<file path="src/rtl/data_mem_dump_reader_if.sv">
// Word stream carried out of the data-memory dump reader: one address/data pair per
// valid/ready transfer.
interface data_mem_dump_reader_if;
    logic        dump_valid;
    logic        dump_ready;
    logic [31:0] dump_data;
    logic [31:0] dump_adr;

    modport master (
        output dump_valid,
        output dump_data,
        output dump_adr,
        input  dump_ready
    );

    modport slave (
        input  dump_valid,
        input  dump_data,
        input  dump_adr,
        output dump_ready
    );
endinterface

</file>
<file path="src/rtl/data_mem_dump_reader.sv">
// Holds the CPU in reset, sweeps a word-aligned range of data_mem through the external
// address port and streams each word out with its byte address.
module data_mem_dump_reader #(
    parameter int HOLD_CYCLES = 2,
    parameter int CNT_W       = 16
) (
    input  logic                   clk,
    input  logic                   reset,
    input  logic                   start,
    input  logic [31:0]            base_adr,
    input  logic [CNT_W-1:0]       word_cnt,
    input  logic [31:0]            ReadData,
    output logic                   cpu_hold,
    output logic [31:0]            Ext_DataAdr,
    output logic                   busy,
    output logic                   done,
    data_mem_dump_reader_if.master dump
);

    typedef enum logic [2:0] {
        IDLE,
        SETTLE,
        ADDR,
        CAPTURE,
        SEND,
        FIN
    } state_t;

    localparam logic [3:0] SETTLE_LOAD = 4'(HOLD_CYCLES - 1);

    state_t             state;
    state_t             next_state;
    logic [3:0]         settle_cnt;
    logic [CNT_W-1:0]   remaining;
    logic               xfer;
    logic               active_next;
    logic               last_word;

    always_ff @(posedge clk) begin
        if (!reset) begin
            state <= IDLE;
        end else begin
            state <= next_state;
        end
    end

    always_comb begin
        next_state  = state;
        xfer        = 1'b0;
        last_word   = (remaining == CNT_W'(1));
        case (state)
            IDLE: begin
                if (start) begin
                    next_state = (word_cnt == '0) ? FIN : SETTLE;
                end
            end
            SETTLE: begin
                if (settle_cnt == 4'd0) begin
                    next_state = ADDR;
                end
            end
            ADDR:    next_state = CAPTURE;
            CAPTURE: next_state = SEND;
            SEND: begin
                if (dump.dump_valid && dump.dump_ready) begin
                    xfer       = 1'b1;
                    next_state = last_word ? FIN : ADDR;
                end
            end
            FIN:     next_state = IDLE;
            default: next_state = IDLE;
        endcase
        active_next = (next_state == SETTLE) || (next_state == ADDR) ||
                      (next_state == CAPTURE) || (next_state == SEND);
    end

    // Status outputs are registered from the next state so they change on the same
    // edge as the state they describe.
    always_ff @(posedge clk) begin
        if (!reset) begin
            cpu_hold        <= 1'b0;
            busy            <= 1'b0;
            done            <= 1'b0;
            Ext_DataAdr     <= 32'd0;
            settle_cnt      <= 4'd0;
            remaining       <= '0;
            dump.dump_valid <= 1'b0;
            dump.dump_data  <= 32'd0;
            dump.dump_adr   <= 32'd0;
        end else begin
            cpu_hold <= active_next;
            busy     <= active_next;
            done     <= (next_state == FIN);
            case (state)
                IDLE: begin
                    if (start && (word_cnt != '0)) begin
                        Ext_DataAdr <= base_adr & 32'hFFFF_FFFC;
                        remaining   <= word_cnt;
                        settle_cnt  <= SETTLE_LOAD;
                    end
                end
                SETTLE: begin
                    if (settle_cnt != 4'd0) begin
                        settle_cnt <= settle_cnt - 4'd1;
                    end
                end
                CAPTURE: begin
                    dump.dump_data  <= ReadData;
                    dump.dump_adr   <= Ext_DataAdr;
                    dump.dump_valid <= 1'b1;
                end
                SEND: begin
                    if (xfer) begin
                        dump.dump_valid <= 1'b0;
                        remaining       <= remaining - CNT_W'(1);
                        if (!last_word) begin
                            Ext_DataAdr <= Ext_DataAdr + 32'd4;
                        end
                    end
                end
                default: begin
                end
            endcase
        end
    end

endmodule

</file>
<file path="src/flat_wrapper.sv">
// flat-port wrapper written by rule: the top's interface ports become plain ports
module data_mem_dump_reader_flat 
#(
    parameter int HOLD_CYCLES = 2,
    parameter int CNT_W       = 16
)
  (clk, reset, start, base_adr, word_cnt, ReadData, cpu_hold, Ext_DataAdr, busy, done, dump_dump_valid, dump_dump_data, dump_dump_adr, dump_dump_ready);
  data_mem_dump_reader_if dump_i ();
  input  logic clk;
  input  logic reset;
  input  logic start;
  input  logic [31:0] base_adr;
  input  logic [CNT_W-1:0] word_cnt;
  input  logic [31:0] ReadData;
  output logic cpu_hold;
  output logic [31:0] Ext_DataAdr;
  output logic busy;
  output logic done;
  output wire logic [$bits(dump_i.dump_valid)-1:0] dump_dump_valid;
  output wire logic [$bits(dump_i.dump_data)-1:0] dump_dump_data;
  output wire logic [$bits(dump_i.dump_adr)-1:0] dump_dump_adr;
  input wire logic [$bits(dump_i.dump_ready)-1:0] dump_dump_ready;
  assign dump_dump_valid = dump_i.dump_valid;
  assign dump_dump_data = dump_i.dump_data;
  assign dump_dump_adr = dump_i.dump_adr;
  assign dump_i.dump_ready = dump_dump_ready;
  data_mem_dump_reader #(.HOLD_CYCLES(HOLD_CYCLES), .CNT_W(CNT_W)) u_core (.clk(clk), .reset(reset), .start(start), .base_adr(base_adr), .word_cnt(word_cnt), .ReadData(ReadData), .cpu_hold(cpu_hold), .Ext_DataAdr(Ext_DataAdr), .busy(busy), .done(done), .dump(dump_i));
endmodule
</file>
<file path="config.mk">
export PLATFORM = sky130hd
export DESIGN_NAME = data_mem_dump_reader_flat
export DESIGN_NICKNAME = d
export VERILOG_FILES = /design/src/rtl/data_mem_dump_reader_if.sv /design/src/rtl/data_mem_dump_reader.sv /design/src/flat_wrapper.sv
export SDC_FILE = /design/constraint.sdc
export NUM_CORES = 1
export LEC_CHECK = 0
export ABC_AREA = 0
export BUFFER_PORTS_ARGS = -buffer_cell sky130_fd_sc_hd__buf_2
export CAP_MARGIN = 15
export CELL_PAD_IN_SITES_DETAIL_PLACEMENT = 0
export CELL_PAD_IN_SITES_GLOBAL_PLACEMENT = 1
export CORE_ASPECT_RATIO = 1.4
export CORE_MARGIN = 2
export CORE_UTILIZATION = 36
export CTS_CLUSTER_DIAMETER = 80
export DETAILED_ROUTE_END_ITERATION = 10
export GPL_TIMING_DRIVEN = 0
export PLACE_DENSITY = 0.85
export SLEW_MARGIN = 20
export SYNTH_ARGS = -nofsm -noshare
export SYNTH_HDL_FRONTEND = slang
export SYNTH_SLANG_ARGS = --single-unit
</file>
<file path="constraint.sdc">
create_clock -name clk -period 2.77 [get_ports clk]
set_input_delay 0.1385 -clock clk [delete_from_list [all_inputs] [get_ports clk]]
set_output_delay 0.1385 -clock clk [all_outputs]
set_load 0.005 [all_outputs]
</file>
==> results of run 1 <==
-- worst max-delay path: stages (launching register included) --
cell and delay, ns:
dfxtp_1 0.34, nor3_1 0.42, and4b_1 0.36, a21oi_2 0.16, nor2_1 0.45, buf_2 0.35, a21oi_1 0.07, o211a_1 0.24
-- area by class of cell --
class / count / share of cell area, %
multi-input cells: 576 / 39.8
flip-flops and latches: 118 / 30.0
repair buffers: 208 / 15.3
clock buffers: 22 / 6.03
well taps: 196 / 3.12
plain buffers: 57 / 3.09
clock inverters: 9 / 2.20
inverters: 9 / 0.430
-- repair_timing --
| item | CTS | global route |
|---|---|---|
| endpoints found under the hold margin | 32 | 0 |
| hold buffers | 32 | 0 |
| setup buffers | 0 | 0 |
| endpoints found under the setup margin | 20 | 4 |
| pin swaps | 0 | 0 |
| resized for setup | 1 | 1 |
-- kinds of logic after synthesis --
| logic type | Yosys count |
|---|---|
| simple gates | 334 |
| compound gates | 229 |
| flops | 118 |
| buf+inv | 66 |
| fa+ha+maj | 5 |
| xor+xnor | 3 |
| other cells | 1 |
| mux | 1 |
-- Yosys cell counts (all sizes together) (2+ instances only) --
| master | count | area [um^2] |
|---|---|---|
| a21boi | 52 | 390 |
| a21o | 5 | 37.5 |
| a21oi | 71 | 355 |
| a22o | 5 | 43.8 |
| a22oi | 4 | 30.0 |
| a31oi | 10 | 62.6 |
| and2 | 7 | 43.8 |
| and3 | 6 | 37.5 |
| and4 | 4 | 35.0 |
| buf | 13 | 77.6 |
| clkbuf | 44 | 165 |
| dfxtp | 118 | 2360 |
| ha | 5 | 62.6 |
| inv | 8 | 30.0 |
| nand2 | 195 | 732 |
| nand2b | 3 | 18.8 |
| nand3 | 20 | 100 |
| nand3b | 3 | 22.5 |
| nand4 | 8 | 56.3 |
| nor2 | 44 | 165 |
| nor2b | 9 | 56.3 |
| nor3 | 10 | 61.3 |
| nor3b | 3 | 22.5 |
| nor4 | 10 | 83.8 |
| nor4b | 2 | 23.8 |
| o211a | 4 | 40.0 |
| o21a | 7 | 52.6 |
| o21ai | 40 | 200 |
| o22ai | 9 | 56.3 |
| o31a | 5 | 43.8 |
| o31ai | 4 | 30.0 |
| o41ai | 3 | 26.3 |
| or2 | 2 | 12.5 |
| or4 | 2 | 18.8 |
| xor2 | 2 | 17.5 |
-- metrics by stage --
step	setup TNS [ns]	util (%)	total power [mW]
2_1_floorplan	0	-	2.38
3_3_place_gp	-1.20	44.1	2.69
3_5_place_dp	-0.440	44.1	2.69
4_1_cts	0	50.4	5.17
5_1_grt	0	50.4	5.37
6_report	0	50.4	5.15
-- routing by layer --
| metal | up-vias | global-route usage [%] | share of wire [%] | routed length, um |
|---|---|---|---|---|
| met2 | 256 | 41.2 | 49 | 9840 |
| li1 | 3094 | - | - | - |
| met4 | 0 | 13.7 | 4.7 | 955 |
| met3 | 69 | 6.19 | 7.4 | 1490 |
| met1 | 2960 | 26.5 | 39 | 7970 |
| met5 | - | 0 | 0 | 0 |
-- sequential cells by signal (all words and copies together), names as in the netlist --
register                count
u_core.state                3
u_core.done                 1
u_core.dump.dump_data      32
u_core.Ext_DataAdr         30
u_core.cpu_hold             1
u_core.dump.dump_valid      1
u_core.settle_cnt           4
u_core.remaining           16
u_core.dump.dump_adr       30
-- power by group through the flow --
stage	sequential (mW)	combinational [mW]	clock (mW)
2_1_floorplan	1.93	0.444	0
3_3_place_gp	1.96	0.725	0
3_5_place_dp	1.96	0.728	0
4_1_cts	1.93	0.767	2.47
5_1_grt	1.95	0.864	2.56
6_report	1.93	0.775	2.44
-- worst paths after layout --
path                            cells after the start                     start  slack [ns]                  endpoint
worst max register to register                      7       u_core.remaining[4]        0.29    u_core.Ext_DataAdr[19]
worst min register to register                      2  u_core.dump.dump_adr[18]        0.45  u_core.dump.dump_adr[18]
worst max-delay path                                7       u_core.remaining[4]        0.29    u_core.Ext_DataAdr[19]
worst min-delay path                                3              base_adr[28]        0.03    u_core.Ext_DataAdr[28]
==> flow_summary.toml, run 1 <==
[status]
status = "complete, no violations"

[floorplan]
start_util_pct = 36.8
ios = 184
die_w_um = 111
rows = 54
coreArea_um2 = 15600
die_area_um2 = 17000
die_y_um = 154

[synthesis]
synth-seq-cells = 118
syn_area_um2 = 5750
synth_mux_area_share_pct = 0.174
syn_inst = 757
yosysSeqAreaShare_pct = 41.1
avgSynthCellArea_um2 = 7.59
synth_edf_count = 0
synthDistinctLibCells = 64
synthFlopType = "dfxtp_1"
async_flop_share_pct = 0
synth-compound-area-share_pct = 25.5
synth_top_family_by_area = "simple AND/OR/NAND/NOR gates"
ys_warn_count = 0
synth_xor_area_share_pct = 0.457
yosys.area_share.simple_pct = 26.8
synthAdderAreaFrac_pct = 1.09

[final_layout]
layout-drive-gt1-share_pct = 22.8
area_growth_pct = 36.8
fill_cells = 1583
fin_cells = 1195
final_nets = 1076
final_common_cell = "nand2_1"
final_cell_mix = "nand2_1 (195), buf_2 (184), dfxtp_1 (118)"
fin_area_um2 = 7860
regArea_um2 = 2360
diodes = 0
multi_input_area_um2 = 3130

[worst_setup_path]
critPathMaxFanout = 10
worstSetupEndpointType = "flip-flop"
cp-start-kind = "flip-flop"
crit_type = "reg -> reg"
cp.required_ns = 3.07
crit_arrival_ns = 2.78

[global_route]
first_global_vias = 6368
gr-total-overflow = 0
antenna_found_initial = 0
grt_pass1_wl_um = 32500
grt_max_degree = 17
grt_usage_pct = 23.8

[clock_network]
htree_levels = 4
cts_sinks = 118
worstSkewPairLatency_ns = 0.41
clockRootBuffer = "clkbuf_16"
cts.clk_slew.worst_paths_ns = 0.05
cts_made_buffers = 17
tritoncts = "done"
clock_path_buffers = 2

[placed_design]
pre_cts_ws_ns = -0.0881
dp_cells = 1132
placed_area_um2 = 6890
portBuffers = 176
dpl.hpwl_um = 14200
place_congestion = 0.859

[power_and_ir_drop]
p_int_mw = 3.79
power.leakage_nw = 3.33
pwr-share-clk_pct = 47.5
switching_power_mw = 1.36
combPwrFrac_pct = 15.0
cellPowerDensity_nw_per_um2 = 655
seqPwrFrac_pct = 37.5
switching_share_pct = 26.4
peakVddDrop_mv = 0.347

[sta]
grt_setup_unrepaired = "no"
fin_crit_ns = 2.48
drv_slew = 0
tightest_slew_ns = 0.889
hold_viol = 0
skew_ns = 0.00846
relSlewSlack_pct = 40.2
finalSetupViolCount = 0
fmax_mhz = 403
timing.final.ws_setup_ns = 0.286
whs_ns = 0.0319
post-route-period-util_pct = 89.7

[detailed_routing]
routedWlPerCell_um = 16.9
drt_iter0_drc = 433
first_pass_iters = 7
via_per_inst = 5.34
vias = 6379
totalWireLength_um = 20300
antenna_left = 0
drc = 0

[flow_run]
cap_viol_max_count = 0

[worst_hold_path]
hold_class = "in -> reg"
Power figures use the tool's default switching activity.
==> inputs of run 2 (changes only) <==
Settings changed: CORE_UTILIZATION 36 to 37, CTS_BUF_LIST set to sky130_fd_sc_hd__clkbuf_4 sky130_fd_sc_hd__clkbuf_8, PLACE_DENSITY 0.85 to 0.87.
==> run 2 against run 1 <==
Setup slack better by 0.00097 ns. Hold slack gained 0.026 ns. Wire length fell by 0.44%. Clock power shrank 22%. Register-to-register slack about the same. Via count decreased by 0.63%. Clock skew grew 0.0035 ns. Global-route usage increased by 0.70 points.
==> flow_summary.toml, run 2 (synthesis gave the netlist of run 1 again) <==
[clock_network]
cts_made_buffers = 17
cts.clk_slew.worst_paths_ns = 0.08
clockRootBuffer = "clkbuf_8"
tritoncts = "done"
cts_sinks = 118
worstSkewPairLatency_ns = 0.43
clock_path_buffers = 2
htree_levels = 4

[sta]
grt_setup_unrepaired = "no"
relSlewSlack_pct = 38.1
tightest_slew_ns = 0.920
fin_crit_ns = 2.48
fin_setup_tns_ns = 0
drv_slew = 0
finalSetupViolCount = 0
hold_viol = 0
post-route-period-util_pct = 89.6
fmax_mhz = 403
skew_ns = 0.0119

[power_and_ir_drop]
combPwrFrac_pct = 16.9
switching_share_pct = 29.5
peakVddDrop_mv = 0.300
cellPowerDensity_nw_per_um2 = 599
pwr-share-clk_pct = 41.4
seqPwrFrac_pct = 41.7
power.leakage_nw = 3.25
p_int_mw = 3.25
switching_power_mw = 1.36

[global_route]
grt_pass1_wl_um = 31500
antenna_found_initial = 0
gr-total-overflow = 0
grt_usage_pct = 24.5
first_global_vias = 6155
grt_max_degree = 17

[floorplan]
coreArea_um2 = 15100
die_w_um = 109
die_area_um2 = 16600
rows = 53
ios = 184
die_y_um = 151
start_util_pct = 38.0

[detailed_routing]
via_per_inst = 5.30
totalWireLength_um = 20200
first_pass_iters = 5
routedWlPerCell_um = 16.9
drc = 0
antenna_left = 0
vias = 6339
drt_iter0_drc = 338

[final_layout]
final_nets = 1078
final_common_cell = "nand2_1"
largest_register_ffs = 32
layout-drive-gt1-share_pct = 23.1
area_growth_pct = 34.0
final_cell_mix = "nand2_1 (195), buf_2 (184), dfxtp_1 (118)"
fill_cells = 1560
regArea_um2 = 2360
largestRegisters = "u_core.dump.dump_data x32, u_core.Ext_DataAdr x30, u_core.dump.dump_adr x30"
largest-register = "u_core.dump.dump_data"
final_core_util_pct = 51.0
multi_input_area_um2 = 3130

[flow_run]
cap_viol_max_count = 0

[worst_setup_path]
crit_path_max_incr_delay_ns = 0.42
cp.required_ns = 3.10
worstSetupEndpointType = "flip-flop"
critPathMaxFanout = 10
crit_arrival_ns = 2.81
cp_slowest_cell = "clkbuf_1"
worstPathCellList = "clkbuf_1, nor3b_1, clkbuf_1, buf_2, buf_2, o21ai_0, a21oi_1, nor2_1"
crit_type = "reg -> reg"
cp-start-kind = "flip-flop"

[worst_hold_path]
hold_class = "in -> reg"

[status]
status = "complete, no violations"

[placed_design]
portBuffers = 176
place_congestion = 0.912
dpl.hpwl_um = 14400
run 2: changes by cell type in the layout (fill, tap and decap cells not counted), sizes merged:
cell	before	now
clkbuf	66	63
clkinv	4	3
clkinvlp	1	2
diode	0	1
dlygate4sd3	32	34
inv	8	12
run 2: power by group through the flow:
| stage | clock network, mW | logic, mW | registers [mW] |
|---|---|---|---|
| floorplan | 0 | 0.444 | 1.93 |
| global placement | 0 | 0.729 | 1.96 |
| detailed placement | 0 | 0.731 | 1.96 |
| CTS | 1.93 | 0.771 | 1.92 |
| global route | 2.01 | 0.863 | 1.94 |
| finish | 1.91 | 0.779 | 1.93 |
run 2: path summary, 6_finish.rpt:
| path | start | endpoint | slack, ns | cells past startpoint |
|---|---|---|---|---|
| min reg2reg | u_core.dump.dump_adr[25] | u_core.dump.dump_adr[25] | 0.45 | 2 |
| max reg2reg | u_core.state[0] | u_core.Ext_DataAdr[10] | 0.29 | 8 |
| min | base_adr[29] | u_core.Ext_DataAdr[29] | 0.06 | 4 |
| max | u_core.state[0] | u_core.Ext_DataAdr[10] | 0.29 | 8 |
run 2: final cells by class:
cell class	count	area share [%]
Timing Repair Buffer	210	15.9
Buffer	57	3.15
Multi-Input combinational cell	576	40.6
Clock inverter	13	2.83
Antenna cell	1	0.0325
Clock buffer	19	3.31
Tap cell	192	3.12
Sequential cell	118	30.7
Inverter	9	0.439
run 2: timing repair:
item / CTS / global route
setup endpoints to repair: 0 / 18
endpoints found under the hold margin: 34 / 0
resized for setup: 0 / 2
setup buffers: 0 / 0
hold buffers: 34 / 0
run 2: worst max-delay path: cells and delay by family, from the launching register on:
kind            cells  cell delay [ns]
flops               1             0.30
compound gates      2             0.32
buf+inv             4             1.29
simple gates        2             0.46
run 2: routing by layer:
| metal | vias to the layer above | global-route usage [%] | wire length [um] |
|---|---|---|---|
| li1 | 3096 | - | - |
| met1 | 2962 | 28.2 | 7930 |
| met2 | 244 | 43.0 | 10200 |
| met3 | 37 | 6.29 | 1500 |
| met4 | 0 | 9.81 | 516 |
| met5 | - | 0 | 0 |
run 2: through the flow:
step                      setup WS, ns  hold slack (ns)  instances  power, mW  instance area (um^2)
after CTS                        0.178           0.0396       1194       4.62                  7690
after global routing            0.0129           0.0481       1194       4.82                  7700
after global placement           0.231            0.389       1128       2.69                  6880
after detailed placement         0.200            0.396       1128       2.69                  6880
final                            0.287           0.0580       1195       4.61                  7700
after floorplan                  0.695            0.274        760       2.38                  5760
